### src/rtl/spi_slave_pkg.sv
// -----------------------------------------------------------------------------
// spi_slave_pkg
// Shared definitions for the AHB-lite SPI target block:
//   - register word indices (haddr[4:2])
//   - CR / SR bit positions
//   - core FSM state encoding
//   - registered AHB address-phase request
// -----------------------------------------------------------------------------
package spi_slave_pkg;

    // Register word index = haddr[4:2]
    localparam logic [2:0] REG_CR   = 3'd0;
    localparam logic [2:0] REG_SR   = 3'd1;
    localparam logic [2:0] REG_TXDR = 3'd2;
    localparam logic [2:0] REG_RXDR = 3'd3;

    // CR bits
    localparam int CR_EN    = 0;
    localparam int CR_CPOL  = 1;
    localparam int CR_CPHA  = 2;
    localparam int CR_RXIE  = 3;
    localparam int CR_TXIE  = 4;
    localparam int CR_ERRIE = 5;

    // SR bits
    localparam int SR_RXNE = 0;
    localparam int SR_TXE  = 1;
    localparam int SR_BUSY = 2;
    localparam int SR_OVR  = 3;
    localparam int SR_FERR = 4;

    localparam logic [1:0] HTRANS_IDLE = 2'b00;

    typedef enum logic {
        ST_IDLE   = 1'b0,
        ST_ACTIVE = 1'b1
    } state_t;

    // Address-phase capture, consumed in the following data phase
    typedef struct packed {
        logic [2:0] addr;
        logic       we;
        logic       re;
    } ahb_req_t;

    function automatic logic ahb_xfer(input logic sel, input logic [1:0] trans);
        return sel && (trans != HTRANS_IDLE);
    endfunction

endpackage

### src/rtl/spi_slave_core.sv
// -----------------------------------------------------------------------------
// spi_slave_core
// SPI target engine running entirely on clk. SCK/CS_N/MOSI are oversampled
// through 2-FF synchronizers; edges are detected between stages 2 and 3, so an
// input change acts 3 clk later.
// Ports:
//   clk, rst          clock, synchronous active-high reset
//   en, cpol, cpha    mode controls from CR
//   spi_sck/cs_n/mosi asynchronous SPI inputs
//   tx_avail, tx_data next transmit word (tx_avail=0 -> DUMMY is sent)
//   tx_load           strobe: tx_shift is (re)loaded this cycle
//   rx_valid, rx_data strobe + completed receive word
//   busy              frame in progress (ACTIVE)
//   ferr_set          strobe: CS released with a partial frame
//   spi_miso, miso_oe serial output and its enable
// -----------------------------------------------------------------------------
module spi_slave_core
    import spi_slave_pkg::*;
#(
    parameter int          DW    = 8,
    parameter logic [31:0] DUMMY = 32'hFF
) (
    input  logic          clk,
    input  logic          rst,
    input  logic          en,
    input  logic          cpol,
    input  logic          cpha,
    input  logic          spi_sck,
    input  logic          spi_cs_n,
    input  logic          spi_mosi,
    input  logic          tx_avail,
    input  logic [DW-1:0] tx_data,
    output logic          tx_load,
    output logic          rx_valid,
    output logic [DW-1:0] rx_data,
    output logic          busy,
    output logic          ferr_set,
    output logic          spi_miso,
    output logic          miso_oe
);

    localparam int             CW   = $clog2(DW);
    localparam logic [CW-1:0]  LAST = CW'(DW - 1);

    logic [2:0]    sck_sync;
    logic [2:0]    cs_sync;
    logic [1:0]    mosi_sync;
    state_t        state;
    logic [CW-1:0] bit_cnt;
    logic [DW-2:0] rx_shift;
    logic [DW-1:0] tx_shift;
    logic          skip_shift;

    logic sck_rise, sck_fall, cs_fall, cs_rise, mosi_s;
    logic lead, trail, sample_edge, shift_edge, active, last_bit;
    logic [DW-1:0] load_val;

    assign sck_rise = sck_sync[1] & ~sck_sync[2];
    assign sck_fall = ~sck_sync[1] & sck_sync[2];
    assign cs_fall  = ~cs_sync[1] & cs_sync[2];
    assign cs_rise  = cs_sync[1] & ~cs_sync[2];
    // mosi stage 2 lines up with the sck stage used for edge detection
    assign mosi_s   = mosi_sync[1];

    assign lead        = cpol ? sck_fall : sck_rise;
    assign trail       = cpol ? sck_rise : sck_fall;
    assign sample_edge = cpha ? trail : lead;
    assign shift_edge  = cpha ? lead  : trail;

    assign active   = (state == ST_ACTIVE);
    assign last_bit = (bit_cnt == LAST);
    assign load_val = tx_avail ? tx_data : DUMMY[DW-1:0];

    // Combinational strobes so the register file updates in the same cycle
    assign rx_valid = en & active & ~cs_rise & sample_edge & last_bit;
    assign tx_load  = (en & ~active & cs_fall) | rx_valid;
    assign ferr_set = en & active & cs_rise & (bit_cnt != '0);
    assign rx_data  = {rx_shift, mosi_s};
    assign busy     = active;
    assign spi_miso = tx_shift[DW-1];

    always_ff @(posedge clk) begin
        if (rst) begin
            sck_sync   <= '0;
            cs_sync    <= '1;
            mosi_sync  <= '0;
            state      <= ST_IDLE;
            bit_cnt    <= '0;
            rx_shift   <= '0;
            tx_shift   <= '0;
            skip_shift <= 1'b0;
            miso_oe    <= 1'b0;
        end else begin
            sck_sync  <= {sck_sync[1:0], spi_sck};
            cs_sync   <= {cs_sync[1:0], spi_cs_n};
            mosi_sync <= {mosi_sync[0], spi_mosi};
            miso_oe   <= en & ~cs_sync[1];

            if (!en) begin
                // Disable aborts silently: no flags raised
                state      <= ST_IDLE;
                bit_cnt    <= '0;
                skip_shift <= 1'b0;
            end else if (!active) begin
                if (cs_fall) begin
                    state      <= ST_ACTIVE;
                    bit_cnt    <= '0;
                    tx_shift   <= load_val;
                    // CPHA=1: first lead must present the MSB, not shift past it
                    skip_shift <= cpha;
                end
            end else if (cs_rise) begin
                state   <= ST_IDLE;
                bit_cnt <= '0;
            end else if (sample_edge) begin
                rx_shift <= {rx_shift[DW-3:0], mosi_s};
                if (last_bit) begin
                    bit_cnt    <= '0;
                    tx_shift   <= load_val;
                    // A reload happens on a sample edge in both modes; the next
                    // shift edge would otherwise push out the new MSB unseen.
                    skip_shift <= 1'b1;
                end else begin
                    bit_cnt <= bit_cnt + 1'b1;
                end
            end else if (shift_edge) begin
                if (skip_shift) skip_shift <= 1'b0;
                else            tx_shift   <= {tx_shift[DW-2:0], 1'b0};
            end
        end
    end

endmodule

### src/rtl/spi_slave_ahb.sv
// -----------------------------------------------------------------------------
// spi_slave_ahb
// AHB-lite register front-end for an SPI target port. Zero wait state.
// Ports:
//   hclk, hreset            clock, synchronous active-high reset
//   haddr/hwdata/hrdata     AHB address, write data, read data
//   hsel/hwrite/htrans      transfer qualifiers (hsize/hburst ignored)
//   hresp/hready            tied OKAY / ready
//   irq                     registered level interrupt
//   spi_sck/cs_n/mosi/miso  SPI target pins, miso_oe output enable
// Registers: CR 0x00, SR 0x04, TXDR 0x08 (wo), RXDR 0x0C (ro).
// -----------------------------------------------------------------------------
module spi_slave_ahb
    import spi_slave_pkg::*;
#(
    parameter int          DW    = 8,
    parameter logic [31:0] DUMMY = 32'hFF
) (
    input  logic        hclk,
    input  logic        hreset,
    input  logic [4:0]  haddr,
    output logic [31:0] hrdata,
    input  logic [31:0] hwdata,
    input  logic        hsel,
    input  logic        hwrite,
    input  logic [1:0]  htrans,
    input  logic [2:0]  hsize,
    input  logic [2:0]  hburst,
    output logic [1:0]  hresp,
    output logic        hready,
    output logic        irq,
    input  logic        spi_sck,
    input  logic        spi_cs_n,
    input  logic        spi_mosi,
    output logic        spi_miso,
    output logic        miso_oe
);

    ahb_req_t      req_q;
    logic [5:0]    cr;
    logic [DW-1:0] txdr, rxdr;
    logic          rxne, txe, ovr, ferr;

    logic          xfer, wr_cr, wr_sr, wr_txdr, rd_rxdr;
    logic          tx_load, rx_valid, busy, ferr_set, rx_store, rx_drop;
    logic [DW-1:0] rx_data, tx_word;
    logic          unused_ok;

    assign xfer    = ahb_xfer(hsel, htrans);
    assign wr_cr   = req_q.we && (req_q.addr == REG_CR);
    assign wr_sr   = req_q.we && (req_q.addr == REG_SR);
    assign wr_txdr = req_q.we && (req_q.addr == REG_TXDR);
    assign rd_rxdr = req_q.re && (req_q.addr == REG_RXDR);

    // A TXDR write landing in the load cycle is forwarded straight into the
    // shifter, so the frame carries the fresh value and TXE ends up set.
    assign tx_word = wr_txdr ? hwdata[DW-1:0] : txdr;

    // A read of RXDR in the completion cycle frees the slot for the new word
    assign rx_store = rx_valid & (~rxne | rd_rxdr);
    assign rx_drop  = rx_valid & rxne & ~rd_rxdr;

    assign hresp     = 2'b00;
    assign hready    = 1'b1;
    assign unused_ok = ^{hsize, hburst, haddr[1:0], hwdata};

    spi_slave_core #(.DW(DW), .DUMMY(DUMMY)) u_core (
        .clk      (hclk),
        .rst      (hreset),
        .en       (cr[CR_EN]),
        .cpol     (cr[CR_CPOL]),
        .cpha     (cr[CR_CPHA]),
        .spi_sck  (spi_sck),
        .spi_cs_n (spi_cs_n),
        .spi_mosi (spi_mosi),
        .tx_avail (wr_txdr | ~txe),
        .tx_data  (tx_word),
        .tx_load  (tx_load),
        .rx_valid (rx_valid),
        .rx_data  (rx_data),
        .busy     (busy),
        .ferr_set (ferr_set),
        .spi_miso (spi_miso),
        .miso_oe  (miso_oe)
    );

    always_comb begin
        hrdata = '0;
        if (req_q.re) begin
            case (req_q.addr)
                REG_CR:   hrdata = 32'(cr);
                REG_SR: begin
                    hrdata[SR_RXNE] = rxne;
                    hrdata[SR_TXE]  = txe;
                    hrdata[SR_BUSY] = busy;
                    hrdata[SR_OVR]  = ovr;
                    hrdata[SR_FERR] = ferr;
                end
                REG_RXDR: hrdata = 32'(rxdr);
                default:  hrdata = '0;
            endcase
        end
    end

    always_ff @(posedge hclk) begin
        if (hreset) begin
            req_q <= '0;
            cr    <= '0;
            txdr  <= '0;
            rxdr  <= '0;
            rxne  <= 1'b0;
            txe   <= 1'b1;
            ovr   <= 1'b0;
            ferr  <= 1'b0;
            irq   <= 1'b0;
        end else begin
            req_q.we <= xfer & hwrite;
            req_q.re <= xfer & ~hwrite;
            if (xfer) req_q.addr <= haddr[4:2];

            if (wr_cr)   cr   <= hwdata[5:0];
            if (wr_txdr) txdr <= hwdata[DW-1:0];

            if (tx_load)      txe <= 1'b1;
            else if (wr_txdr) txe <= 1'b0;

            if (rx_store) begin
                rxdr <= rx_data;
                rxne <= 1'b1;
            end else if (rd_rxdr) begin
                rxne <= 1'b0;
            end

            if (rx_drop)                      ovr <= 1'b1;
            else if (wr_sr && hwdata[SR_OVR]) ovr <= 1'b0;

            if (ferr_set)                      ferr <= 1'b1;
            else if (wr_sr && hwdata[SR_FERR]) ferr <= 1'b0;

            irq <= (cr[CR_RXIE] & rxne) | (cr[CR_TXIE] & txe) |
                   (cr[CR_ERRIE] & (ovr | ferr));
        end
    end

endmodule

### config.mk
export PLATFORM = sky130hd
export DESIGN_NAME = spi_slave_ahb
export DESIGN_NICKNAME = d
export VERILOG_FILES = /design/src/rtl/spi_slave_pkg.sv /design/src/rtl/spi_slave_core.sv /design/src/rtl/spi_slave_ahb.sv
export SDC_FILE = /design/constraint.sdc
export NUM_CORES = 1
export LEC_CHECK = 0
export ABC_AREA = 1
export BUFFER_PORTS_ARGS = -buffer_cell sky130_fd_sc_hd__buf_2
export CORE_ASPECT_RATIO = 0.75
export CORE_MARGIN = 1
export CORE_UTILIZATION = 57
export CTS_BUF_LIST = sky130_fd_sc_hd__clkbuf_4
export CTS_CLUSTER_DIAMETER = 40
export DETAILED_ROUTE_END_ITERATION = 8
export GPL_ROUTABILITY_DRIVEN = 1
export GPL_TIMING_DRIVEN = 0
export PLACE_DENSITY = 0.86
export SYNTH_ARGS = -nofsm -noshare
export SYNTH_HDL_FRONTEND = slang
export SYNTH_SLANG_ARGS = --single-unit
### constraint.sdc
create_clock -name hclk -period 2.91 [get_ports hclk]
set_clock_uncertainty 0.15 [all_clocks]
set_input_delay 0.1455 -clock hclk [delete_from_list [all_inputs] [get_ports hclk]]
set_output_delay 0.1455 -clock hclk [all_outputs]
set_load 0.01 [all_outputs]
Word level (Yosys, flattened, before mapping):

Index checks and enable logic that the tools add are counted.

* add/sub/neg operators: 1
* eq/ne operators: 9
* mux-type cells: 36
* bitwise operators: 38
* reductions and logical operators: 20

Operators by type and width (count)
* $mux W8: 10
* $and A1 B1 Y1: 21
* $mux W1: 19
* $mux W3: 5
* $pmux W5 S3: 1
* $ne A3 B3 Y1 const B: 4
* $not A1 Y1: 11
* $reduce_bool A2 Y1: 5
* $reduce_and A4 Y1: 2
* $logic_and A1 B1 Y1: 7
* $eq A3 B2 Y1 const B: 2
* $or A1 B1 Y1: 6
* $pmux W3 S2: 1
* $reduce_and A6 Y1: 1
* $reduce_or A2 Y1: 2
* $add A3 B1 Y3 const B: 1
* $eq A3 B1 Y1 const B: 1
* $eq A3 B3 Y1 const B: 1
* $logic_not A3 Y1: 1
* $reduce_bool A3 Y1: 1
* $ne A2 B2 Y1 const B: 1
* $reduce_and A2 Y1: 1

* flip-flop bits (word level): 61
* bits of input ports: 52
* output and inout bits: 38
* logic and storage cells: 124

Longest topological paths before layout:

Gate-level depths: netlist (run 1).

* depth after elaboration: 9
* gate-level depth with buffers: 12

Cells and area by module:

A second synthesis (run 1) with hierarchy kept.

* cells, all modules: 457
* area total of the unflattened synthesis: 3161.8 um^2

Modules (own cells, without submodules)
* spi_slave_ahb: times used 1, cells each 253, area an instance 1751.7 um^2, seq. area each 640.6 um^2
* spi_slave_core: times used 1, cells each 204, area an instance 1410.1 um^2, seq. area each 580.6 um^2

Worst setup path before layout (run 1):

No wires, ideal clock.

* kind: reg2out
* from: reg req_q[2] in the netlist's numbering
* to: out hrdata[5]
* data arrival time: 1315 ps
* data required time: 2615 ps
* path slack: 1299 ps
* cell stages (with the launch flop): 4
* buffers on the path: 0
* path through: dfxtp_1 -> nor3_1 -> inv_1 -> o32ai_1

* longest elaborated chain between the ends: 3
* elaborated cells on any way between the ends: 4
* classes of those cells: eq/ne: 1; mux: 2; reduce/logical: 1

Ends and longest elaborated chain
* start: declaration: RTL line spi_slave_ahb.sv:39 `ahb_req_t req_q;`
* $eq A3 B2 Y1 or $logic_not A3 Y1 (tied branches): RTL line spi_slave_ahb.sv:90 `case (req_q.addr)`
* $pmux W3 S2 (*): RTL line spi_slave_ahb.sv:90
* $mux W8 (*): RTL line spi_slave_ahb.sv:89 `if (req_q.re) begin`
* end: declaration: RTL line spi_slave_ahb.sv:22 `output logic [31:0] hrdata,`

Mark *: on every way between the ends. The rest lies on a longest branch, timed or not.

Worst setup path in the final report (run 1):

* from: reg req_q[2] in the netlist's numbering
* to: out hrdata[0]

* longest elaborated chain between the ends: 3
* elaborated cells on any way between the ends: 5
* classes of those cells: eq/ne: 2; mux: 2; reduce/logical: 1

Ends and longest elaborated chain (RTL line)
* $eq A3 B2 Y1 (tied with other cells): spi_slave_ahb.sv:90
* $pmux W5 S3 (*): spi_slave_ahb.sv:90
* $mux W8 (*): spi_slave_ahb.sv:89

Marked as above.

==> out/qor.log, run 1 <==
INFO  min_path       worst_hold_path_type=input pin to flop
INFO  flow_run       cap_violations=0
INFO  synthesis      synth_largest_type_area_fraction=0.414
INFO  timing         worst_pin_slew=0.728ns
INFO  critical_path  criticalPathCategory=flop to primary output
INFO  global_route   number_of_global_route_vias_before_repair=2597
INFO  power          power_frac_comb=0.110
INFO  power          leakage=1.67nW
INFO  clock_network  cts.reportedPaths.clkPinSlew=0.10ns
INFO  detailed_routing via_per_instance_ratio=5.22
INFO  global_route   globalRouteOverflowTotal=0
INFO  critical_path  critical_path.slowest_cell=nor3_1
INFO  clock_network  clockBufferDepth=2
INFO  clock_network  cts_inserted_buffers=9
INFO  critical_path  cp_data_arrival_time=2.19ns
INFO  critical_path  cp_top_family=simple AND/OR/NAND/NOR gates
INFO  global_route   number_of_antenna_violations_at_the_first_check_in_global_routing=0
INFO  synthesis      synth_top_family_by_area=simple AND/OR/NAND/NOR gates
INFO  timing         setup_viol=0
INFO  power          p_seq_frac=0.532
INFO  synthesis      ys_ff_latch=61
INFO  global_route   grt_max_degree=11
INFO  floorplanning  rows=22
INFO  floorplanning  die_x=85.1um
INFO  synthesis      synth-compound-area-share=0.129
INFO  timing         final_period_minus_worst_setup_slack=2.48ns
INFO  power          switching_share=0.258
INFO  synthesis      synth_area=2950um2
INFO  synthesis      multiplexer_share_of_the_synthesized_area=0
INFO  detailed_routing initialDrtViolationCount=268
INFO  synthesis      synth.top_cells.by_area=dfxtp_1 41%, nand2_1 7.8%, buf_4 7.4%
INFO  timing         final.setup.tns=0ns
INFO  critical_path  worstPathMaxFanout=6
INFO  critical_path  worst_setup_sp_type=flop
INFO  clock_network  cts_num_sinks=61
INFO  synthesis      synthAdderAreaFrac=0.0127
INFO  synthesis      synth_largest_area_cell=dfxtp_1
INFO  detailed_routing route.antenna.remaining_nets=0
INFO  synthesis      synth_xor_area_frac=0
INFO  power          switchingPower=0.000417W
INFO  placed_design  buffer_ports.inserted=29
INFO  cells_and_area drive_above_1_share=0.194
INFO  outcome        status=finished clean
INFO  floorplanning  core_region_area=4930um2
INFO  timing         slew_headroom=0.511
INFO  detailed_routing detail_route.drc_violations=0
INFO  power          power_per_cell_area=451nW/um2
INFO  floorplanning  die_height=64.3um
INFO  placed_design  routabilityCongestion=0.903
INFO  cells_and_area n_antenna_cell=0
INFO  cells_and_area number_of_fillers_in_the_final_layout=374
INFO  clock_network  clock_insertion_delay_worst_skew=0.41ns
INFO  detailed_routing routed-via-count=2892
INFO  power          ir_worst_vdd=0.285mV
INFO  floorplanning  effective_utilization_at_floorplan=0.599
INFO  timing         final-max-slew-violation-count=0
INFO  timing         fin_ws=0.428ns
INFO  synthesis      number_of_distinct_standard_cells_referenced_by_the_synthesized_netlist=29
INFO  clock_network  htreeDepth=3
INFO  synthesis      number_of_enable_type_register_cells_in_the_synthesized_netlist=0
INFO  global_route   grt_pass1_wl=11200um
INFO  cells_and_area area_overhead_of_the_layout_relative_to_synthesis=21.3%
INFO  synthesis      seq_area_frac_synth=0.414
INFO  synthesis      syn-instance-count=406
INFO  timing         unrepaired_setup_endpoints_after_global_routing=false
INFO  clock_network  post-cts-setup-buffers=0
INFO  synthesis      synthFlopType=dfxtp_1
INFO  floorplanning  top_level_ports=90
INFO  clock_network  clock_tree_from_tritoncts=done
INFO  floorplanning  fp.dieArea=5480um2
INFO  placed_design  dp_worst_setup_slack=0.959ns
INFO  critical_path  path_cells=nor3_1 > inv_1 > o22ai_1 > a21oi_1 > nor2_1 > buf_2
INFO  critical_path  critical_path_required=2.61ns
INFO  cells_and_area nNetsFinal=544
INFO  clock_network  ctsResizeCount=0
INFO  critical_path  critPathMaxStageDelay=0.63ns
INFO  power          clkPwrFrac=0.358
INFO  timing         max_freq=0.403GHz
INFO  global_route   global_route.usage.total=0.265
INFO  synthesis      async_reset_ff_frac=0
INFO  timing         timing.final.crit_share=0.853
INFO  synthesis      post_synth_most_frequent_cells=61 x dfxtp_1, 61 x nand2_1, 47 x inv_1, 47 x nor2_1, 42 x a21oi_1
INFO  critical_path  cp.buffers_inverters=2
INFO  timing         timing.final.hold_violations=0
INFO  synthesis      yosys.area_share.simple=0.288
INFO  synthesis      post_synth.cell_area_avg=7.27um2
INFO  power          totalPowerFinal=0.00162W
INFO  synthesis      synthesis.yosys.warnings=0
INFO  power          internal-power=0.00120W
INFO  detailed_routing wl_per_instance=12.4um
INFO  detailed_routing drt_first_pass_iters=5
INFO  clock_network  clock-root-buffer=clkbuf_4
INFO  critical_path  critical_path.endpoint_type=primary output
INFO  detailed_routing postRouteWirelength=6860um
INFO  placed_design  hpwl=4700um
power by group through the flow:
stage | clock, W | sequential (W) | combinational (W)
floorplan | 0 | 0.000876 | 0.000116
global placement | 0 | 0.000878 | 0.000148
detailed placement | 0 | 0.000878 | 0.000151
CTS | 0.000591 | 0.000859 | 0.000170
global route | 0.000629 | 0.000861 | 0.000194
finish | 0.000579 | 0.000860 | 0.000177
cell families after synthesis:
logic type	Yosys count
AOI/OAI and AO/OA	72
and+or+nand+nor	180
DFF	61
adders and majority gates	3
buffers and inverters	88
other	2
state kept, by name, indices dropped and copies added, names as in the netlist, 2 cells and up:
| signal | count |
|---|---|
| rxdr | 8 |
| txdr | 8 |
| u_core.tx_shift | 8 |
| u_core.rx_shift | 7 |
| cr | 6 |
| req_q | 5 |
| u_core.bit_cnt | 3 |
| u_core.cs_sync | 3 |
| u_core.sck_sync | 3 |
| u_core.mosi_sync | 2 |
worst paths after layout:
kind	startpoint	end	slack, ns	cells after the start
setup reg to reg	req_q[2]	u_core.tx_shift[5]	1.02	10
setup / recovery	req_q[2]	hrdata[0]	0.43	6
hold reg to reg	u_core.sck_sync[0]	u_core.sck_sync[1]	0.26	2
hold / removal	htrans[0]	req_q[4]	0.12	3
per-stage QoR:
| step | util | cells | hold slack [ns] | instance area, um2 |
|---|---|---|---|---|
| floorplan | - | 431 | 0.0723 | 3050 |
| global placement | 0.663 | 520 | 0.179 | 3270 |
| detailed placement | 0.663 | 520 | 0.184 | 3270 |
| CTS | 0.727 | 554 | 0.0231 | 3580 |
| global route | 0.727 | 554 | 0.172 | 3580 |
| finish | 0.727 | 554 | 0.118 | 3580 |
per-layer routing:
metal  track usage  vias up  share of wire
met1         0.327     1278           0.43
met5             0        -              0
met4         0.110        0          0.024
li1              -     1438              -
met2         0.439      149           0.46
met3        0.0736       27          0.090
final cells by class:
| cell class | count | area, um2 | area share |
|---|---|---|---|
| plain buffers | 38 | 267 | 0.0744 |
| clock buffers | 11 | 82.6 | 0.0231 |
| clock inverters | 5 | 51.3 | 0.0143 |
| inverters | 50 | 188 | 0.0524 |
| multi-input cells | 282 | 1370 | 0.383 |
| flip-flops and latches | 61 | 1220 | 0.341 |
| well taps | 60 | 75.1 | 0.0210 |
| repair buffers | 47 | 325 | 0.0908 |
repair_timing:
item / 4_1_cts / 5_1_grt
endpoints found under the hold margin: 24 / 0
endpoints found under the setup margin: 0 / 0
hold buffers: 18 / 0
cells in the final DEF (no fill, tap or decap), types with 4 or more instances in the layout:
| master | n |
|---|---|
| conb_1 | 27 |
| nand2_2 | 5 |
| nor3_1 | 4 |
| dfxtp_1 | 61 |
| nand4_1 | 8 |
| nand3_1 | 41 |
| clkbuf_4 | 11 |
| inv_1 | 47 |
| a21oi_1 | 42 |
| o21ai_0 | 21 |
| clkbuf_1 | 7 |
| buf_4 | 29 |
| nand2_1 | 61 |
| dlygate4sd3_1 | 18 |
| nor2_1 | 47 |
| buf_2 | 29 |
worst register-to-register path: stages (launching register included):
cell and delay (ns):
dfxtp_1 0.39, nor2_2 0.33, nand2_2 0.22, nand2_2 0.21, nand3_1 0.14, nand2_1 0.09
nand2_1 0.06, inv_1 0.05, nand3_1 0.06, nand2_1 0.06, nor2_1 0.04
Power figures use the tool's default switching activity.
==> run 2, diff against run 1 <==
--- a/config.mk
+++ b/config.mk
@@ -5,7 +5,7 @@
 export SDC_FILE = /design/constraint.sdc
 export NUM_CORES = 1
 export LEC_CHECK = 0
-export ABC_AREA = 1
+export ABC_AREA = 0
 export BUFFER_PORTS_ARGS = -buffer_cell sky130_fd_sc_hd__buf_2
 export CORE_ASPECT_RATIO = 0.75
 export CORE_MARGIN = 1
@@ -15,7 +15,7 @@
 export DETAILED_ROUTE_END_ITERATION = 8
 export GPL_ROUTABILITY_DRIVEN = 1
 export GPL_TIMING_DRIVEN = 0
-export PLACE_DENSITY = 0.86
+export PLACE_DENSITY = 0.87
 export SYNTH_ARGS = -nofsm -noshare
 export SYNTH_HDL_FRONTEND = slang
 export SYNTH_SLANG_ARGS = --single-unit
==> run 2 against run 1 <==
Compared with the run above:
- the flow now finishes with violations (DRC)
- hold slack worse by 0.070 ns
- count of clock-buffer cells in the layout shrank 2
- via count fell by 12%
- non-clock buffer count rose by 6
- clock power down 5.9%
==> out/qor.log, run 2 <==
INFO  cells_and_area area_of_combinational_cells_with_multiple_inputs=1490um2
INFO  cells_and_area most-common-layout-cells=61 x dfxtp_1, 56 x nor2_1, 30 x buf_2, 28 x buf_4, 27 x conb_1
INFO  synthesis      synth_area=2920um2
INFO  synthesis      seq_area_frac_synth=0.418
INFO  clock_network  clockBufferDepth=2
INFO  clock_network  clock-root-buffer=clkbuf_4
INFO  clock_network  ctsResizeCount=0
INFO  timing         timing.final.hold_violations=0
INFO  cells_and_area post-route-cell-area=3520um2
INFO  synthesis      synth_largest_area_cell=dfxtp_1
INFO  timing         final-max-slew-violation-count=0
INFO  power          ir_worst_vdd=0.362mV
INFO  floorplanning  rows=22
INFO  detailed_routing routed-via-count=2552
INFO  power          switchingPower=0.000388W
INFO  cells_and_area final_core_utilization=0.719
INFO  power          switching_share=0.249
INFO  timing         final.setup.tns=0ns
INFO  timing         timing.final.crit_share=0.819
INFO  power          power_frac_comb=0.101
INFO  floorplanning  die_x=84.6um
INFO  detailed_routing postRouteWirelength=6780um
INFO  outcome        failing_checks=DRC
INFO  critical_path  critPathMaxStageDelay=0.41ns
INFO  clock_network  clock_tree_from_tritoncts=done
INFO  synthesis      synth.top_cells.by_area=dfxtp_1 42%, mux2i_1 8.9%, buf_4 7.2%
INFO  power          p_seq_frac=0.549
INFO  power          power_per_cell_area=442nW/um2
INFO  global_route   number_of_global_route_vias_before_repair=2402
INFO  clock_network  clock_insertion_delay_worst_skew=0.41ns
INFO  synthesis      synthFlopType=dfxtp_1
INFO  cells_and_area reg_top3=rxdr x8, txdr x8, u_core.tx_shift x8
INFO  detailed_routing wl_per_instance=14.2um
INFO  placed_design  buffer_ports.inserted=30
INFO  detailed_routing route.antenna.remaining_nets=0
INFO  floorplanning  effective_utilization_at_floorplan=0.596
INFO  detailed_routing wl_met2=3090um
INFO  critical_path  path_cells=clkbuf_1 > clkbuf_1 > mux2_2 > a22oi_1 > nor2_1 > buf_2
INFO  placed_design  routabilityCongestion=0.847
INFO  power          clkPwrFrac=0.350
INFO  clock_network  cts_inserted_buffers=9
INFO  outcome        status=finished with violations
INFO  synthesis      number_of_enable_type_register_cells_in_the_synthesized_netlist=0
INFO  cells_and_area number_of_fillers_in_the_final_layout=391
INFO  synthesis      ys_ff_latch=61
INFO  cells_and_area regArea=1220um2
INFO  detailed_routing drt_first_pass_iters=6
INFO  floorplanning  core_region_area=4900um2
INFO  power          internal-power=0.00117W
INFO  critical_path  criticalPathCategory=flop to primary output
INFO  timing         max_freq=0.420GHz
INFO  critical_path  worst_setup_sp_type=flop
INFO  placed_design  hpwl=4720um
INFO  critical_path  critical_path.most_common_cell=clkbuf_1
INFO  global_route   global_route.usage.total=0.275
INFO  min_path       worst_hold_path_type=input pin to flop
INFO  synthesis      async_reset_ff_frac=0
INFO  timing         unrepaired_setup_endpoints_after_global_routing=false
INFO  critical_path  cp_data_arrival_time=2.09ns
INFO  critical_path  critical_path.slowest_cell=clkbuf_1
INFO  detailed_routing via_per_instance_ratio=5.36
INFO  timing         setup_viol=0
INFO  detailed_routing met3_length=455um
INFO  critical_path  critical_path_required=2.61ns
INFO  global_route   number_of_antenna_violations_at_the_first_check_in_global_routing=0
INFO  synthesis      synthesis.yosys.warnings=0
INFO  flow_run       cap_violations=0
INFO  global_route   globalRouteOverflowTotal=0
INFO  clock_network  cts.reportedPaths.clkPinSlew=0.10ns
INFO  clock_network  cts_num_sinks=61
INFO  clock_network  htreeDepth=3
INFO  cells_and_area drive_above_1_share=0.209
INFO  placed_design  dpl_cell_area=3240um2
INFO  synthesis      synth_largest_type_area_fraction=0.418
INFO  global_route   grt_pass1_wl=11400um
INFO  critical_path  critical_path.endpoint_type=primary output
INFO  timing         holdWs=0.0481ns
INFO  global_route   grt_max_degree=11
INFO  timing         worst_pin_slew=0.711ns
INFO  detailed_routing m1WireLength=3100um
INFO  cells_and_area n_antenna_cell=0
INFO  critical_path  worstPathMaxFanout=10
INFO  synthesis      post_synth.cell_area_avg=8.87um2
INFO  timing         final_period_minus_worst_setup_slack=2.38ns
INFO  cells_and_area area_overhead_of_the_layout_relative_to_synthesis=20.7%
INFO  floorplanning  top_level_ports=90
INFO  synthesis      post_synth_most_frequent_cells=61 x dfxtp_1, 56 x nor2_1, 28 x buf_4, 26 x mux2i_1, 24 x nand2_1
INFO  synthesis      yosys.cell_count.top_type=dfxtp_1
INFO  synthesis      syn-instance-count=329
INFO  timing         slew_headroom=0.525
INFO  power          leakage=1.43nW
INFO  floorplanning  fp.dieArea=5410um2
INFO  detailed_routing initialDrtViolationCount=177
INFO  detailed_routing maxUsedRoutingLayer=met4
INFO  floorplanning  die_height=64.0um
INFO  cells_and_area nNetsFinal=466
INFO  cells_and_area layout.cells.most_common=dfxtp_1
INFO  detailed_routing detail_route.drc_violations=3
INFO  synthesis      number_of_distinct_standard_cells_referenced_by_the_synthesized_netlist=42
## run 2: area by class of cell
class	count	area share
inverters	5	0.00533
repair buffers	46	0.0881
clock inverters	7	0.0160
plain buffers	45	0.0799
clock buffers	9	0.0192
multi-input cells	243	0.423
flip-flops and latches	61	0.347
well taps	60	0.0213
## run 2: what timing repair did
| action | in CTS | in global routing |
|---|---|---|
| setup buffers | 0 | 0 |
| hold buffers | 16 | 0 |
| endpoints found under the hold margin | 27 | 0 |
## run 2: metrics by stage
step                      cells  setup slack (ns)  power (W)
after detailed placement    444             0.724    0.00101
final                       476             0.528    0.00156
after floorplan             354              1.01   0.000974
after CTS                   476             0.545    0.00156
after global routing        476             0.362    0.00162
after global placement      444             0.764    0.00101
## run 2: final timing paths
kind	from	endpoint	slack, ns	cells after the start
worst max-delay path	u_core.busy	hrdata[2]	0.53	6
worst min register to register	u_core.cs_sync[0]	u_core.cs_sync[1]	0.27	1
worst min-delay path	htrans[0]	req_q[0]	0.05	3
worst max register to register	u_core.busy	u_core.tx_shift[6]	0.65	6
## run 2: kinds of logic (layout without fill, tap and decap cells)
family                     Yosys count  after routing  share of synthesized area
and+or+nand+nor                    126            126                      0.211
DFF                                 61             61                      0.418
AOI/OAI and AO/OA                   53             53                      0.130
buffers and inverters               50            112                      0.103
muxes                               32             32                      0.113
adders and majority gates            3              3                     0.0129
other                                2             27                    0.00257
xor gates and xnor gates             2              2                    0.00857
## run 2: per-layer routing
layer	vias to the layer above	global-route usage
li1	1264	-
met1	1182	0.346
met2	91	0.446
met3	15	0.0827
met4	0	0.106
met5	-	0
## run 2: power by group through the flow
stage                     combinational (W)  clock, W  sequential, W
after floorplan                    0.000102         0       0.000872
after global placement             0.000132         0       0.000874
after detailed placement           0.000135         0       0.000875
after CTS                          0.000151  0.000552       0.000856
after global routing               0.000170  0.000590       0.000858
final                              0.000157  0.000545       0.000856
## run 2: worst max-delay path: cells and delay by family (launching register included)
kind / cells / cell delay [ns]
AO/OA/AOI/OAI: 1 / 0.07
buffers and inverters: 3 / 0.91
flip-flops: 1 / 0.35
multiplexers: 1 / 0.25
AND/OR/NAND/NOR: 1 / 0.11
==> run 3, diff against run 2 <==
--- a/config.mk
+++ b/config.mk
@@ -9,13 +9,13 @@
 export BUFFER_PORTS_ARGS = -buffer_cell sky130_fd_sc_hd__buf_2
 export CORE_ASPECT_RATIO = 0.75
 export CORE_MARGIN = 1
-export CORE_UTILIZATION = 57
+export CORE_UTILIZATION = 48
 export CTS_BUF_LIST = sky130_fd_sc_hd__clkbuf_4
 export CTS_CLUSTER_DIAMETER = 40
 export DETAILED_ROUTE_END_ITERATION = 8
 export GPL_ROUTABILITY_DRIVEN = 1
 export GPL_TIMING_DRIVEN = 0
-export PLACE_DENSITY = 0.87
+export PLACE_DENSITY = 0.78
 export SYNTH_ARGS = -nofsm -noshare
 export SYNTH_HDL_FRONTEND = slang
 export SYNTH_SLANG_ARGS = --single-unit
==> constraint.sdc (replaced) <==
create_clock -name hclk -period 1.9 [get_ports hclk]
set_clock_uncertainty 0.15 [all_clocks]
set_input_delay 0.095 -clock hclk [delete_from_list [all_inputs] [get_ports hclk]]
set_output_delay 0.095 -clock hclk [all_outputs]
set_load 0.01 [all_outputs]
==> run 3 against run 2 <==
Compared with the run above:
- the flow finishes with violations (setup timing)
- count of clock-buffer cells in the layout increased by 1
- setup slack got worse by 0.59 ns
- flip-flop and latch count unchanged
- critical path type unchanged
- sequential share of layout area is 3.5 points lower
- routed wire length up 14%
- global-route usage shrank 2.9 points
- clock power increased by 61%
- sequential power up 53%
- critical path depth unchanged
- hold slack worse by 0.029 ns
- power increased by 59%
==> out/qor.log, run 3 (same netlist as run 2, synthesis figures left out) <==
INFO  outcome        status=finished with violations
INFO  outcome        failing_checks=setup timing
INFO  global_route   globalRouteOverflowTotal=0
INFO  global_route   global_route.usage.total=0.247
INFO  clock_network  cts_inserted_buffers=9
INFO  clock_network  clockBufferDepth=2
INFO  detailed_routing detail_route.drc_violations=0
INFO  critical_path  worstPathMaxFanout=8
INFO  placed_design  routabilityCongestion=0.869
INFO  placed_design  hpwl=4700um
INFO  critical_path  critical_path.endpoint_type=primary output
INFO  cells_and_area number_of_fillers_in_the_final_layout=458
INFO  clock_network  cts.reportedPaths.clkPinSlew=0.10ns
INFO  timing         holdWs=0.0192ns
INFO  global_route   number_of_global_route_vias_before_repair=2518
INFO  power          power_frac_comb=0.115
INFO  critical_path  criticalPathCategory=flop to primary output
INFO  clock_network  clock_insertion_delay_worst_skew=0.42ns
INFO  global_route   grt_max_degree=11
INFO  timing         unrepaired_setup_endpoints_after_global_routing=true
INFO  floorplanning  top_level_ports=90
INFO  cells_and_area nNetsFinal=485
INFO  power          internal-power=0.00184W
INFO  critical_path  worst_setup_sp_type=flop
INFO  power          clkPwrFrac=0.354
INFO  power          p_seq_frac=0.531
INFO  power          leakage=1.60nW
INFO  timing         setup_viol=8
INFO  placed_design  buffer_ports.inserted=30
INFO  floorplanning  fp.dieArea=6400um2
INFO  detailed_routing route.antenna.remaining_nets=0
INFO  detailed_routing routed-via-count=2674
INFO  power          ir_worst_vdd=0.388mV
INFO  floorplanning  die_x=92.0um
INFO  detailed_routing drt_first_pass_iters=6
INFO  placed_design  dp_cells=462
INFO  power          switching_share=0.257
INFO  min_path       worst_hold_path_type=input pin to flop
INFO  clock_network  clock-root-buffer=clkbuf_4
INFO  cells_and_area post-route-cell-area=3980um2
INFO  clock_network  clock_tree_from_tritoncts=done
INFO  floorplanning  core_region_area=5830um2
INFO  timing         max_freq=0.510GHz
INFO  cells_and_area area_overhead_of_the_layout_relative_to_synthesis=36.3%
INFO  critical_path  cp_data_arrival_time=1.71ns
INFO  cells_and_area drive_above_1_share=0.310
INFO  detailed_routing initialDrtViolationCount=228
INFO  cells_and_area most-common-layout-cells=54 x nor2_1, 53 x dfxtp_1, 37 x buf_4, 31 x buf_2, 27 x conb_1
INFO  flow_run       cap_violations=0
INFO  critical_path  critical_path_required=1.65ns
INFO  detailed_routing via_per_instance_ratio=5.21
INFO  cells_and_area layout.cells.most_common=nor2_1
INFO  power          power_per_cell_area=622nW/um2
INFO  clock_network  htreeDepth=3
INFO  floorplanning  rows=24
INFO  cells_and_area reg_top3=rxdr x8, txdr x8, u_core.tx_shift x8
INFO  global_route   grt_pass1_wl=12000um
INFO  timing         fin_ws=-0.0591ns
INFO  timing         timing.final.hold_violations=0
INFO  placed_design  dpl_cell_area=3270um2
INFO  floorplanning  effective_utilization_at_floorplan=0.501
INFO  clock_network  cts_num_sinks=61
INFO  power          totalPowerFinal=0.00247W
INFO  detailed_routing wl_per_instance=15.1um
INFO  critical_path  reg2reg_setup_slack=-0.05ns
INFO  cells_and_area final-instance-count-excl-fill=513
INFO  detailed_routing postRouteWirelength=7720um
INFO  timing         timing.final.crit_share=1.03
INFO  cells_and_area n_antenna_cell=0
INFO  timing         worst_pin_slew=0.624ns
INFO  power          switchingPower=0.000635W
INFO  timing         final-max-slew-violation-count=0
INFO  timing         slew_headroom=0.582
INFO  floorplanning  die_height=69.5um
INFO  timing         final_period_minus_worst_setup_slack=1.96ns
INFO  global_route   number_of_antenna_violations_at_the_first_check_in_global_routing=0
[run 3: changes by cell type in the layout (fill, tap and decap cells not counted), sizes merged]
cell	before	now
buf	62	79
dlygate4sd3	16	21
clkbuf	22	19
clkinv	6	5
o311ai	1	2
[run 3: what timing repair did]
action / in CTS / in global routing
pin swaps: 5 / 9
gates resized for setup: 31 / 32
gates cloned: 1 / 1
setup endpoints to repair: 33 / 34
setup buffers: 7 / 7
hold buffers: 21 / 0
hold endpoints to repair: 31 / 0
[run 3: final timing paths]
path / start / endpoint / cells past startpoint
min reg2reg: u_core.cs_sync[0] / u_core.cs_sync[1] / 1
min: htrans[0] / req_q[2] / 4
max: u_core.busy / hrdata[2] / 6
max reg2reg: u_core.busy / u_core.tx_shift[7] / 6
[run 3: power by group through the flow]
stage / sequential, W / combinational (W) / clock, W
after CTS: 0.00131 / 0.000258 / 0.000905
after global placement: 0.00134 / 0.000205 / 0
after floorplan: 0.00134 / 0.000158 / 0
after detailed placement: 0.00134 / 0.000208 / 0
after global routing: 0.00131 / 0.000305 / 0.000962
final: 0.00131 / 0.000285 / 0.000876
[run 3: cell type report]
class                           instances  area [um2]  share of cell area
Multi-Input combinational cell        244        1660               0.416
Clock inverter                          6        53.8              0.0135
Timing Repair Buffer                   66         503               0.126
Clock buffer                           10        75.1              0.0189
Inverter                                5        18.8             0.00472
Sequential cell                        61        1240               0.311
Tap cell                               78        97.6              0.0245
Buffer                                 43         335              0.0843
[run 3: layer usage]
layer | part of all wire | vias to the layer above | global-route usage
li1 | - | 1296 | -
met1 | 0.43 | 1242 | 0.313
met2 | 0.47 | 117 | 0.390
met3 | 0.074 | 19 | 0.0691
met4 | 0.025 | 0 | 0.111
met5 | 0 | - | 0
[run 3: critical path: stages (launching register included)]
cell	delay, ns
dfxtp_2	0.35
buf_8	0.14
clkbuf_16	0.15
mux2_4	0.28
a22oi_2	0.19
nor2_1	0.06
buf_2	0.14
[run 3: metrics by stage]
step | setup WS [ns] | utilization | TNS, ns
after floorplan | 0.0230 | - | 0
after global placement | -0.191 | 0.561 | -2.48
after detailed placement | -0.256 | 0.561 | -3.46
after CTS | -0.0536 | 0.653 | -0.0716
after global routing | -0.137 | 0.683 | -1.00
final | -0.0591 | 0.683 | -0.269
